File: src/rtl/uart_loader_pkg.sv
// Shared types and constants for the UART instruction-memory loader.
// The PARITY state exists only when UART_LOADER_PARITY_EN is defined.
package uart_loader_pkg;

  localparam int unsigned IMEM_WORDS = 1024;

  typedef enum logic [2:0] {
    ST_IDLE,
    ST_START,
    ST_DATA,
`ifdef UART_LOADER_PARITY_EN
    ST_PARITY,
`endif
    ST_STOP
  } rx_state_t;

  function automatic int unsigned clks_per_bit(input int unsigned clk_hz, input int unsigned baud);
    return clk_hz / baud;
  endfunction

endpackage

File: src/rtl/uart_rx_byte.sv
// UART byte receiver: 2-flop rx synchronizer, receive FSM and bit timer.
// Adds an even-parity check when UART_LOADER_PARITY_EN is defined.
module uart_rx_byte
  import uart_loader_pkg::*;
#(
  parameter int unsigned CLK_HZ = 100_000_000,
  parameter int unsigned BAUD   = 115200
) (
  input  logic       clk,
  input  logic       rst,
  input  logic       en,
  input  logic       rx,
  output logic       byte_valid,
  output logic [7:0] byte_data,
  output logic       byte_err,
  output logic       active_c
);

  localparam int unsigned CPB = clks_per_bit(CLK_HZ, BAUD);
  localparam int unsigned TW  = $clog2(CPB + 1);

  rx_state_t     state;
  logic [1:0]    sync;
  logic          rx_d;
  logic [TW-1:0] timer;
  logic [2:0]    bit_idx;
  logic [7:0]    shreg;
  logic          rxs_c;
  logic          expired_c;
  logic          stop_ok_c;
`ifdef UART_LOADER_PARITY_EN
  logic          par_err;
`endif

  assign rxs_c     = sync[1];
  assign expired_c = (timer == TW'(1));
  assign active_c  = (state != ST_IDLE);
`ifdef UART_LOADER_PARITY_EN
  assign stop_ok_c = rxs_c && !par_err;
`else
  assign stop_ok_c = rxs_c;
`endif

  // Timer counts down to 1; the sample is taken on the cycle it reads 1.
  always_ff @(posedge clk) begin
    if (rst) begin
      sync       <= 2'b11;
      rx_d       <= 1'b1;
      state      <= ST_IDLE;
      timer      <= '0;
      bit_idx    <= '0;
      shreg      <= '0;
      byte_valid <= 1'b0;
      byte_data  <= '0;
      byte_err   <= 1'b0;
`ifdef UART_LOADER_PARITY_EN
      par_err    <= 1'b0;
`endif
    end else begin
      sync       <= {sync[0], rx};
      rx_d       <= rxs_c;
      byte_valid <= 1'b0;
      byte_err   <= 1'b0;
      if (!en) begin
        state <= ST_IDLE;
      end else begin
        case (state)
          ST_IDLE: begin
            if (rx_d && !rxs_c) begin
              state <= ST_START;
              timer <= TW'(CPB / 2);
            end
          end
          ST_START: begin
            if (expired_c) begin
              if (!rxs_c) begin
                state   <= ST_DATA;
                timer   <= TW'(CPB);
                bit_idx <= '0;
`ifdef UART_LOADER_PARITY_EN
                par_err <= 1'b0;
`endif
              end else begin
                state <= ST_IDLE;
              end
            end else begin
              timer <= timer - TW'(1);
            end
          end
          ST_DATA: begin
            if (expired_c) begin
              shreg <= {rxs_c, shreg[7:1]};
              timer <= TW'(CPB);
              if (bit_idx == 3'd7) begin
`ifdef UART_LOADER_PARITY_EN
                state <= ST_PARITY;
`else
                state <= ST_STOP;
`endif
              end else begin
                bit_idx <= bit_idx + 3'd1;
              end
            end else begin
              timer <= timer - TW'(1);
            end
          end
`ifdef UART_LOADER_PARITY_EN
          ST_PARITY: begin
            if (expired_c) begin
              par_err <= (rxs_c != ^shreg);
              timer   <= TW'(CPB);
              state   <= ST_STOP;
            end else begin
              timer <= timer - TW'(1);
            end
          end
`endif
          ST_STOP: begin
            if (expired_c) begin
              state      <= ST_IDLE;
              byte_data  <= shreg;
              byte_valid <= stop_ok_c;
              byte_err   <= !stop_ok_c;
            end else begin
              timer <= timer - TW'(1);
            end
          end
          default: state <= ST_IDLE;
        endcase
      end
    end
  end

endmodule

File: src/rtl/uart_imem_loader.sv
// Loads a UART program image into instruction memory as little-endian 32-bit words.
// Define UART_LOADER_PARITY_EN for 8E1 framing; default is 8N1.
module uart_imem_loader
  import uart_loader_pkg::*;
#(
  parameter int unsigned CLK_HZ = 100_000_000,
  parameter int unsigned BAUD   = 115200
) (
  input  logic        clk,
  input  logic        Rst,
  input  logic        prog,
  input  logic        rx,
  output logic        imem_en,
  output logic        imem_prog_ena,
  output logic [9:0]  imem_addr,
  output logic [31:0] imem_din,
  output logic [10:0] word_count,
  output logic        frame_err,
  output logic        busy
);

  localparam int unsigned AW = $clog2(IMEM_WORDS);
  localparam int unsigned CW = AW + 1;

  logic       byte_valid;
  logic [7:0] byte_data;
  logic       byte_err;
  logic       rx_active_c;
  logic       prog_d;
  logic [1:0] byte_idx;

  uart_rx_byte #(
    .CLK_HZ(CLK_HZ),
    .BAUD  (BAUD)
  ) u_rx (
    .clk       (clk),
    .rst       (Rst),
    .en        (prog),
    .rx        (rx),
    .byte_valid(byte_valid),
    .byte_data (byte_data),
    .byte_err  (byte_err),
    .active_c  (rx_active_c)
  );

  assign busy = rx_active_c || (byte_idx != 2'd0);

  // Bytes land directly in imem_din so the word is complete in the strobe cycle.
  always_ff @(posedge clk) begin
    if (Rst) begin
      prog_d        <= 1'b0;
      byte_idx      <= '0;
      imem_en       <= 1'b0;
      imem_prog_ena <= 1'b0;
      imem_addr     <= '0;
      imem_din      <= '0;
      word_count    <= '0;
      frame_err     <= 1'b0;
    end else begin
      prog_d        <= prog;
      imem_en       <= 1'b0;
      imem_prog_ena <= 1'b0;
      if (!prog) begin
        byte_idx <= '0;
      end else if (!prog_d) begin
        imem_addr  <= '0;
        word_count <= '0;
        byte_idx   <= '0;
        frame_err  <= 1'b0;
      end else begin
        if (imem_prog_ena) begin
          imem_addr <= imem_addr + AW'(1);
          if (word_count != CW'(IMEM_WORDS))
            word_count <= word_count + CW'(1);
        end
        if (byte_err)
          frame_err <= 1'b1;
        if (byte_valid) begin
          imem_din[{byte_idx, 3'b000} +: 8] <= byte_data;
          byte_idx <= byte_idx + 2'd1;
          if (byte_idx == 2'd3) begin
            imem_en       <= 1'b1;
            imem_prog_ena <= 1'b1;
          end
        end
      end
    end
  end

endmodule

File: config.mk
export PLATFORM = sky130hd
export DESIGN_NAME = uart_imem_loader
export DESIGN_NICKNAME = d
export VERILOG_FILES = /design/src/rtl/uart_loader_pkg.sv /design/src/rtl/uart_rx_byte.sv /design/src/rtl/uart_imem_loader.sv
export SDC_FILE = /design/constraint.sdc
export NUM_CORES = 1
export LEC_CHECK = 0
export ABC_AREA = 1
export BUFFER_PORTS_ARGS = -buffer_cell sky130_fd_sc_hd__buf_4
export CAP_MARGIN = 40
export CORE_UTILIZATION = 40
export CTS_CLUSTER_SIZE = 24
export DETAILED_ROUTE_END_ITERATION = 8
export PLACE_DENSITY = 0.69
export SLEW_MARGIN = 20
export SYNTH_ARGS = -nofsm -noshare
export SYNTH_HDL_FRONTEND = slang
export SYNTH_SLANG_ARGS = --single-unit
File: constraint.sdc
create_clock -name clk -period 3.15 [get_ports clk]
set_input_delay 0.63 -clock clk [delete_from_list [all_inputs] [get_ports clk]]
set_output_delay 0.63 -clock clk [all_outputs]
set_load 0.1 [all_outputs]
==> metrics.md, run 1 <==
| Metric | Value |
|---|---|
| Hold Crit Class | `reg2reg` |
| Top delay family on crit path | `buffers and inverters` |
| Largest net degree at the start of global routing | `40` |
| Clk root buf | `clkbuf_8` |
| Syn Area/Cell | `7.33 µm²` |
| Unique cell type count in the Yosys netlist | `31` |
| Final min period | `2.55 ns` |
| Synth area leaders | `dfxtp_1 42%, nand2_1 8.8%, a21oi_1 7.3%` |
| Synth warn | `0` |
| Number of DRC markers in iteration 0 | `279` |
| Die Height | `108 µm` |
| Die width | `108 µm` |
| Initial antenna violation count | `0` |
| Yosys top cell area share | `42.1%` |
| Max frequency | `393 MHz` |
| CP Depth | `5` |
| Combinational share of power | `6.7%` |
| Critical Path Sink Type | `output port` |
| Number of buffers created by CTS | `9` |
| Synth Flop Type | `dfxtp_1` |
| RSZ-0062 raised after global routing | `false` |
| Critical path origin | `byte_idx[0]` |
| Clk pwr share | `38.0%` |
| Remaining DRCs | `0` |
| Status | `complete, no violations` |
| # IOs | `61` |
| Fin. max-slew vios | `0` |
| P_sw | `0.000569 W` |
| Syn Inst Count | `610` |
| Max Cap Violations | `0` |
| Via/cell ratio | `5.16` |
| Vias in the first global route | `3811` |
| Power Density | `421 mW/mm²` |
| Critical path startpoint category | `register` |
| Setup bufs post-CTS | `0` |
| Crit path max fanout | `20` |
| Dpl ws | `0.851 ns` |
| Via count | `4148` |
| Final core occ | `47.7%` |
| Final Wtd Congestion | `0.908` |
| Dpl hpwl | `7.77 mm` |
| Nets | `680` |
| Row count | `38` |
| Worst reg2reg startpoint | `byte_idx[0]` |
| Fin worst setup slack | `0.604 ns` |
| First-pass iteration count of the detailed router | `5` |
| Worst path most repeated cell | `buf_4` |
| Mapped Area | `0.00447 mm²` |
| GRT Util Overall | `19.3%` |
| First-pass GRT wire length | `17.7 mm` |
| Switching Share | `26.0%` |
| CP Class | `reg2out` |
| Slowest CP cell | `ha_1` |
| I/O Buffers | `60` |
| Die ar. | `0.0116 mm²` |
| Setup Total Neg Slack | `0 ns` |
| Hold Crit Depth | `1` |
| EDFF count, synth | `0` |
| Sink Count | `94` |
| Hold buffers post-CTS | `0` |
| H-tree levels | `3` |
| Worst hold margin | `0.416 ns` |
| Core area | `0.0109 mm²` |
| Share of cells above drive strength 1 | `16.9%` |
| Clock-pin slew on the worst setup and hold paths | `0.09 ns` |
| Final WL | `10.6 mm` |
| Hold Violations, Final | `0` |
| Arrival time worst endpoint | `1.92 ns` |
| Worst path cell trace | `buf_4 > inv_2 > ha_1 > nand2_1 > buf_4` |
| Leakage | `2.17 nW` |
| Clk Latency, worst-skew pair | `0.37 ns` |
| CTS tree | `yes` |
| Required time of the critical path | `2.52 ns` |
| Initial core utilization | `41.1%` |
| Fraction of power consumed by sequential logic | `55.3%` |
| Slew HR | `49.3%` |
| Maximum vdd drop | `0.216 mV` |
| Seq cells post-synth | `94` |
| P_int | `0.00162 W` |
| Slew @ Worst Pin | `0.758 ns` |
| Area Overhead vs Synth | `16.2%` |
| Final worst-path cycle share | `80.8%` |
| Antenna violation net count after detailed routing | `0` |
| Worst Hold Launch | `u_rx.sync[0]` |
| Cell depth of the worst flop-to-flop path | `7` |
| Worst Skew | `0.00685 ns` |
| DR WL/cell | `13.2 µm` |
| Final Setup Violations | `0` |
| Sequential-to-total area share from yosys stat | `42.1%` |
| Async S/R FF share, synth | `0%` |
| Clk buf depth | `2` |
| Post-cts resize count | `0` |
| Remaining global-route overflow | `0` |
| WP buf/inv | `3` |
| Syn nets | `631` |
| Yosys top cell by area | `dfxtp_1` |
| ANT cells | `0` |
| Max incr delay on CP | `0.44 ns` |
-- power by group through the flow --
stage	combinational, W	clock (W)	sequential [W]
finish	0.000147	0.000830	0.00121
global route	0.000166	0.000900	0.00121
CTS	0.000147	0.000854	0.00121
detailed placement	0.000147	0	0.00124
global placement	0.000144	0	0.00124
floorplan	0.000109	0	0.00124
-- layout by cell type (no fill, tap or decap) --
master	Yosys	final
xnor2_1	1	1
clkinv_4	0	1
nand2_1	105	105
clkinvlp_4	0	3
a21oi_2	2	2
a311oi_1	8	8
nor3_4	2	2
ha_1	17	17
nor2_2	2	2
nand3_1	34	34
a21oi_1	65	65
xor2_1	6	6
nand2_4	2	2
nand4_1	30	30
a31oi_1	3	3
inv_1	54	54
nor2_1	70	70
nor2_4	2	2
o211a_1	3	3
buf_4	2	62
nand2_2	5	5
nor3_1	13	13
inv_8	0	1
o21ai_1	11	11
inv_6	0	1
bufinv_16	0	1
dfxtp_1	94	94
clkbuf_8	0	9
o21a_1	1	1
o21ai_0	35	35
nor4_1	2	2
or2_2	3	3
inv_2	16	16
-- metal layers --
| layer | part of all wire, % | vias to the layer above | GRT usage, % | routed length [µm] |
|---|---|---|---|---|
| li1 | - | 2132 | - | - |
| met5 | 0 | - | 0 | 0 |
| met3 | 4.9 | 12 | 3.93 | 521 |
| met4 | 1.5 | 0 | 8.51 | 161 |
| met2 | 46 | 91 | 31.1 | 4890 |
| met1 | 47 | 1913 | 24.9 | 5040 |
-- cell usage after synthesis (2+ instances only) --
| cell | count |
|---|---|
| a311oi_1 | 8 |
| nand2_4 | 2 |
| a31oi_1 | 3 |
| ha_1 | 17 |
| or2_2 | 3 |
| o21ai_1 | 11 |
| nand2_1 | 105 |
| inv_1 | 54 |
| a21oi_1 | 65 |
| buf_4 | 2 |
| a21oi_2 | 2 |
| nor3_1 | 13 |
| nor2_4 | 2 |
| nor4_1 | 2 |
| clkbuf_1 | 10 |
| nand4_1 | 30 |
| nor2_2 | 2 |
| o21ai_0 | 35 |
| inv_2 | 16 |
| xor2_1 | 6 |
| dfxtp_1 | 94 |
| buf_6 | 2 |
| buf_1 | 3 |
| nand3_1 | 34 |
| o211a_1 | 3 |
| nor3_4 | 2 |
| nand2_2 | 5 |
| buf_2 | 7 |
| nor2_1 | 70 |
-- state kept, by name (all words and copies together) (netlist names) --
signal           cells
prog_d               1
word_count          11
imem_addr           10
u_rx.sync            2
byte_idx             2
u_rx.byte_valid      1
u_rx.byte_data       8
u_rx.bit_idx         3
imem_prog_ena        1
u_rx.shreg           8
frame_err            1
u_rx.state           2
u_rx.byte_err        1
u_rx.rx_d            1
u_rx.timer          10
imem_din            32
-- final timing paths --
| path | end | slack (ns) |
|---|---|---|
| worst max-delay path | busy | 0.60 |
| worst min-delay path | u_rx.sync[1] | 0.42 |
| worst max register to register | imem_din[22] | 0.81 |
| worst min register to register | u_rx.sync[1] | 0.42 |
-- through the flow --
step	area [µm²]	cells	total power, W
floorplan	4470	610	0.00135
global placement	4990	788	0.00138
detailed placement	4990	788	0.00138
CTS	5200	804	0.00221
global route	5200	804	0.00228
finish	5200	804	0.00219
-- cell families (layout without fill, tap and decap cells) --
kind of cell | after synthesis | after routing | synth area share, %
adders and majority gates | 17 | 17 | 4.76
and+or+nand+nor | 270 | 270 | 27.6
AOI/OAI and AO/OA | 128 | 128 | 15.6
xor gates and xnor gates | 7 | 7 | 1.37
DFF | 94 | 94 | 42.1
buffers and inverters | 94 | 148 | 8.59
-- layout make-up --
class                      count  area, µm²
fill                        1101       5690
clock buffer                   9        124
sequential                    94       1880
tap                          140        175
multi-input combinational    422       2210
clock inverter                 7       81.3
inverter                      70        263
timing repair buffer          62        465
-- worst reg2reg max path, stage by stage (launching register included) --
cell	delay, ns
dfxtp_1	0.32
buf_4	0.18
inv_2	0.17
ha_1	0.42
inv_1	0.21
nor2_1	0.63
nand3_1	0.15
a21oi_1	0.19
Power figures use the tool's default switching activity.
==> inputs of run 2 (changes only) <==
==> constraint.sdc (replaced) <==
create_clock -name clk -period 2.62 [get_ports clk]
set_input_delay 0.524 -clock clk [delete_from_list [all_inputs] [get_ports clk]]
set_output_delay 0.524 -clock clk [all_outputs]
set_load 0.1 [all_outputs]
==> metrics.md, run 2 (synthesis results as in run 1) <==
| Metric | Value |
|---|---|
| Finished Layout Cells | `804` |
| First-pass GRT wire length | `17.6 mm` |
| Slowest CP cell | `ha_1` |
| Worst hold margin | `0.316 ns` |
| Initial antenna violation count | `0` |
| GRT Util Overall | `19.1%` |
| RSZ-0062 raised after global routing | `false` |
| Dpl hpwl | `7.64 mm` |
| Remaining global-route overflow | `0` |
| Max frequency | `419 MHz` |
| Fin. max-slew vios | `0` |
| Setup Total Neg Slack | `0 ns` |
| Final Wtd Congestion | `0.858` |
| Core area | `0.0109 mm²` |
| Final WL | `10.7 mm` |
| Largest net degree at the start of global routing | `40` |
| Most common cell after layout, fill and taps aside | `nand2_1` |
| Maximum vdd drop | `0.300 mV` |
| Clock-pin slew on the worst setup and hold paths | `0.10 ns` |
| Vias in the first global route | `3741` |
| Top reg by flops | `imem_din` |
| Initial core utilization | `41.1%` |
| Max Cap Violations | `0` |
| Commonest non-fill, non-tap cells in the layout | `105 x nand2_1, 94 x dfxtp_1, 70 x nor2_1, 65 x a21oi_1, 62 x buf_4` |
| Hold Crit Class | `in2reg` |
| Die ar. | `0.0116 mm²` |
| Number of buffers created by CTS | `9` |
| Number of DRC markers in iteration 0 | `327` |
| DR WL/cell | `13.3 µm` |
| Final worst-path cycle share | `91.2%` |
| # IOs | `61` |
| Post-cts resize count | `0` |
| Antenna violation net count after detailed routing | `0` |
| CP Class | `reg2out` |
| Status | `complete, no violations` |
| Dpl ws | `0.475 ns` |
| ANT cells | `0` |
| First-pass iteration count of the detailed router | `5` |
| Placed cell count | `788` |
| Max incr delay on CP | `0.46 ns` |
| Die Height | `108 µm` |
| CTS tree | `yes` |
| Sink Count | `94` |
| Setup bufs post-CTS | `0` |
| Hold Violations, Final | `0` |
| Max reg flops | `32` |
| Nets | `680` |
| Slew @ Worst Pin | `0.774 ns` |
| Via count | `4150` |
| Largest regs | `imem_din (32), word_count (11)` |
| Clk buf depth | `2` |
| Arrival time worst endpoint | `1.86 ns` |
| Remaining DRCs | `0` |
| H-tree levels | `3` |
| Share of cells above drive strength 1 | `16.9%` |
| Worst path cell trace | `inv_2 > ha_1 > nand2_1 > buf_4` |
| Top delay family on crit path | `buffers and inverters` |
| Worst Skew | `0.0154 ns` |
| WP buf/inv | `2` |
| Power Density | `512 mW/mm²` |
| Final min period | `2.39 ns` |
| Critical Path Sink Type | `output port` |
| Slew HR | `48.2%` |
| Via/cell ratio | `5.16` |
| Crit path max fanout | `20` |
| Clk Latency, worst-skew pair | `0.39 ns` |
| Required time of the critical path | `2.10 ns` |
| Hold buffers post-CTS | `0` |
| I/O Buffers | `60` |
| Row count | `38` |
| Critical path startpoint category | `register` |
| Fin worst setup slack | `0.232 ns` |
| Leakage | `2.18 nW` |
| Clk root buf | `clkbuf_8` |
| Die width | `108 µm` |
| Power Total | `0.00267 W` |
| Final Setup Violations | `0` |
| Area Overhead vs Synth | `16.4%` |
-- run 2: cell types whose count changed in the layout (fill, tap and decap cells not counted) --
cell        before  now
clkinvlp_4       3    1
inv_6            1    2
clkinv_8         0    1
-- run 2: final cells by class --
| type | instances | area, µm² |
|---|---|---|
| clock buffer | 9 | 124 |
| tap | 140 | 175 |
| fill | 1051 | 5680 |
| clock inverter | 7 | 91.3 |
| timing repair buffer | 62 | 465 |
| multi-input combinational | 422 | 2210 |
| inverter | 70 | 263 |
| sequential | 94 | 1880 |
-- run 2: per-layer routing --
metal	vias to the layer above	global-route usage, %	share of wire (%)
li1	2133	-	-
met1	1896	25.1	48
met2	106	29.9	45
met3	15	4.96	5.2
met4	0	7.34	1.7
met5	-	0	0
-- run 2: final timing paths --
check | slack [ns] | startpoint | end | cells past startpoint
max | 0.23 | byte_idx[0] | busy | 4
min | 0.32 | rx | u_rx.sync[0] | 2
max reg2reg | 0.40 | byte_idx[0] | imem_din[19] | 6
min reg2reg | 0.42 | u_rx.sync[0] | u_rx.sync[1] | 1
-- run 2: per-stage QoR --
stage	instance area (µm²)	util, %
after floorplan	4470	-
final	5210	47.8
after CTS	5210	47.8
after global routing	5210	47.8
after global placement	4990	45.8
after detailed placement	4990	45.8
-- run 2: power breakdown --
part	total [W]	internal, W	leakage, nW	switching [W]
combinational	0.000178	0.0000535	1.31	0.000124
sequential	0.00145	0.00144	0.759	0.0000145
clock	0.00104	0.000464	0.105	0.000573
==> inputs of run 3 (changes only) <==
--- a/config.mk
+++ b/config.mk
@@ -9,6 +9,7 @@
 export BUFFER_PORTS_ARGS = -buffer_cell sky130_fd_sc_hd__buf_4
 export CAP_MARGIN = 40
 export CORE_UTILIZATION = 40
+export CTS_BUF_LIST = sky130_fd_sc_hd__clkbuf_16
 export CTS_CLUSTER_SIZE = 24
 export DETAILED_ROUTE_END_ITERATION = 8
 export PLACE_DENSITY = 0.69
@@ -16,3 +17,4 @@
 export SYNTH_ARGS = -nofsm -noshare
 export SYNTH_HDL_FRONTEND = slang
 export SYNTH_SLANG_ARGS = --single-unit
+export TNS_END_PERCENT = 5
==> metrics.md, run 3 (synthesis results as in run 1) <==
| Metric | Value |
|---|---|
| Row count | `38` |
| Power Density | `565 mW/mm²` |
| Antenna violation net count after detailed routing | `0` |
| Nets | `680` |
| Met1 Resource Use GR | `24.8%` |
| Max frequency | `425 MHz` |
| P_int | `0.00226 W` |
| Number of buffers created by CTS | `9` |
| Most common cell after layout, fill and taps aside | `nand2_1` |
| Met2 Track Usage GR | `30.6%` |
| Setup Total Neg Slack | `0 ns` |
| Hold Violations, Final | `0` |
| Remaining DRCs | `0` |
| Clk buf depth | `2` |
| Initial antenna violation count | `0` |
| # IOs | `61` |
| Crit path max fanout | `20` |
| Dpl hpwl | `7.64 mm` |
| Final Setup Violations | `0` |
| Final Wtd Congestion | `0.858` |
| Largest net degree at the start of global routing | `40` |
| Clk pwr share | `45.6%` |
| Final-layout fill cell count | `1044` |
| Leakage | `2.22 nW` |
| Commonest non-fill, non-tap cells in the layout | `105 x nand2_1, 94 x dfxtp_1, 70 x nor2_1, 65 x a21oi_1, 62 x buf_4` |
| H-tree levels | `3` |
| Slew @ Worst Pin | `0.756 ns` |
| Largest regs | `imem_din (32), word_count (11)` |
| GRT Util Overall | `19.2%` |
| Critical path startpoint category | `register` |
| Arrival time worst endpoint | `1.83 ns` |
| Max Cap Violations | `0` |
| Fraction of power consumed by sequential logic | `48.5%` |
| Initial core utilization | `41.1%` |
| RSZ-0062 raised after global routing | `false` |
| WP buf/inv | `2` |
| Top delay family on crit path | `buffers and inverters` |
| Clk root buf | `clkbuf_16` |
| GRT Max-Usage Layer | `met2` |
| First-pass iteration count of the detailed router | `5` |
| Status | `complete, no violations` |
| P_sw | `0.000742 W` |
| Remaining global-route overflow | `0` |
| Worst Skew | `0.00777 ns` |
| Slowest CP cell | `ha_1` |
| Post-cts resize count | `0` |
| Die width | `108 µm` |
| CP Class | `reg2out` |
| Switching Share | `24.8%` |
| Hold buffers post-CTS | `0` |
| First-pass GRT wire length | `17.7 mm` |
| Fin. max-slew vios | `0` |
| Top reg by flops | `imem_din` |
| Slew HR | `49.4%` |
| Number of DRC markers in iteration 0 | `317` |
| Hold Crit Class | `in2reg` |
| Core area | `0.0109 mm²` |
| Area Overhead vs Synth | `18.7%` |
| Final worst-path cycle share | `89.7%` |
| Critical Path Sink Type | `output port` |
| Clk Latency, worst-skew pair | `0.35 ns` |
| Max reg flops | `32` |
| Power Total | `0.00300 W` |
| Global routing usage on met3 | `5.27%` |
| Setup bufs post-CTS | `0` |
| ANT cells | `0` |
| Combinational share of power | `5.9%` |
| Share of cells above drive strength 1 | `16.9%` |
| Max incr delay on CP | `0.47 ns` |
| I/O Buffers | `60` |
| Required time of the critical path | `2.10 ns` |
| Clock-pin slew on the worst setup and hold paths | `0.07 ns` |
| Die Height | `108 µm` |
| Final min period | `2.35 ns` |
| Final WL | `10.7 mm` |
| DR WL/cell | `13.3 µm` |
| Via count | `4139` |
| Worst path cell trace | `inv_2 > ha_1 > nand2_1 > buf_4` |
| Maximum vdd drop | `0.376 mV` |
| CTS tree | `yes` |
| Vias in the first global route | `3769` |
| Sink Count | `94` |
| Via/cell ratio | `5.15` |
| Die ar. | `0.0116 mm²` |
[run 3: per-stage QoR]
step | utilization [%] | hold WS [ns] | instance area (µm²) | cells | worst slack (ns)
floorplan | - | 0.389 | 4470 | 610 | 0.0684
global placement | 45.8 | 0.393 | 4990 | 788 | 0.622
detailed placement | 45.8 | 0.395 | 4990 | 788 | 0.475
CTS | 48.7 | 0.348 | 5310 | 804 | 0.294
global route | 48.7 | 0.347 | 5310 | 804 | 0.199
finish | 48.7 | 0.357 | 5310 | 804 | 0.269
[run 3: final cells by class]
| class | count | area [µm²] | area share (%) |
|---|---|---|---|
| well taps | 140 | 175 | 3.30 |
| clock inverters | 7 | 91.3 | 1.72 |
| multi-input cells | 422 | 2210 | 41.6 |
| flip-flops and latches | 94 | 1880 | 35.5 |
| clock buffers | 9 | 225 | 4.24 |
| repair buffers | 62 | 465 | 8.77 |
| inverters | 70 | 263 | 4.95 |
[run 3: routing by layer]
| layer | share of wire [%] | up-vias |
|---|---|---|
| met1 | 48 | 1889 |
| met4 | 1.4 | 0 |
| met5 | 0 | - |
| met3 | 5.2 | 10 |
| li1 | - | 2133 |
| met2 | 45 | 107 |
[run 3: final timing paths]
check | from | slack (ns) | depth (start not counted) | end
min reg2reg | u_rx.sync[0] | 0.41 | 1 | u_rx.sync[1]
max | byte_idx[0] | 0.27 | 4 | busy
min | rx | 0.36 | 2 | u_rx.sync[0]
max reg2reg | byte_idx[0] | 0.41 | 6 | imem_din[11]
[run 3: power by group through the flow]
| stage | Combinational (W) | Clock, W | Sequential, W |
|---|---|---|---|
| after detailed placement | 0.000176 | 0 | 0.00149 |
| after floorplan | 0.000131 | 0 | 0.00149 |
| after global placement | 0.000173 | 0 | 0.00149 |
| final | 0.000178 | 0.00137 | 0.00145 |
| after global routing | 0.000199 | 0.00147 | 0.00146 |
| after CTS | 0.000177 | 0.00140 | 0.00145 |
[run 3: worst register-to-register path: stages (launching register included)]
cell	delay [ns]
dfxtp_1	0.35
inv_2	0.15
ha_1	0.41
inv_1	0.21
nor2_1	0.64
nand4_1	0.20
a21oi_1	0.17
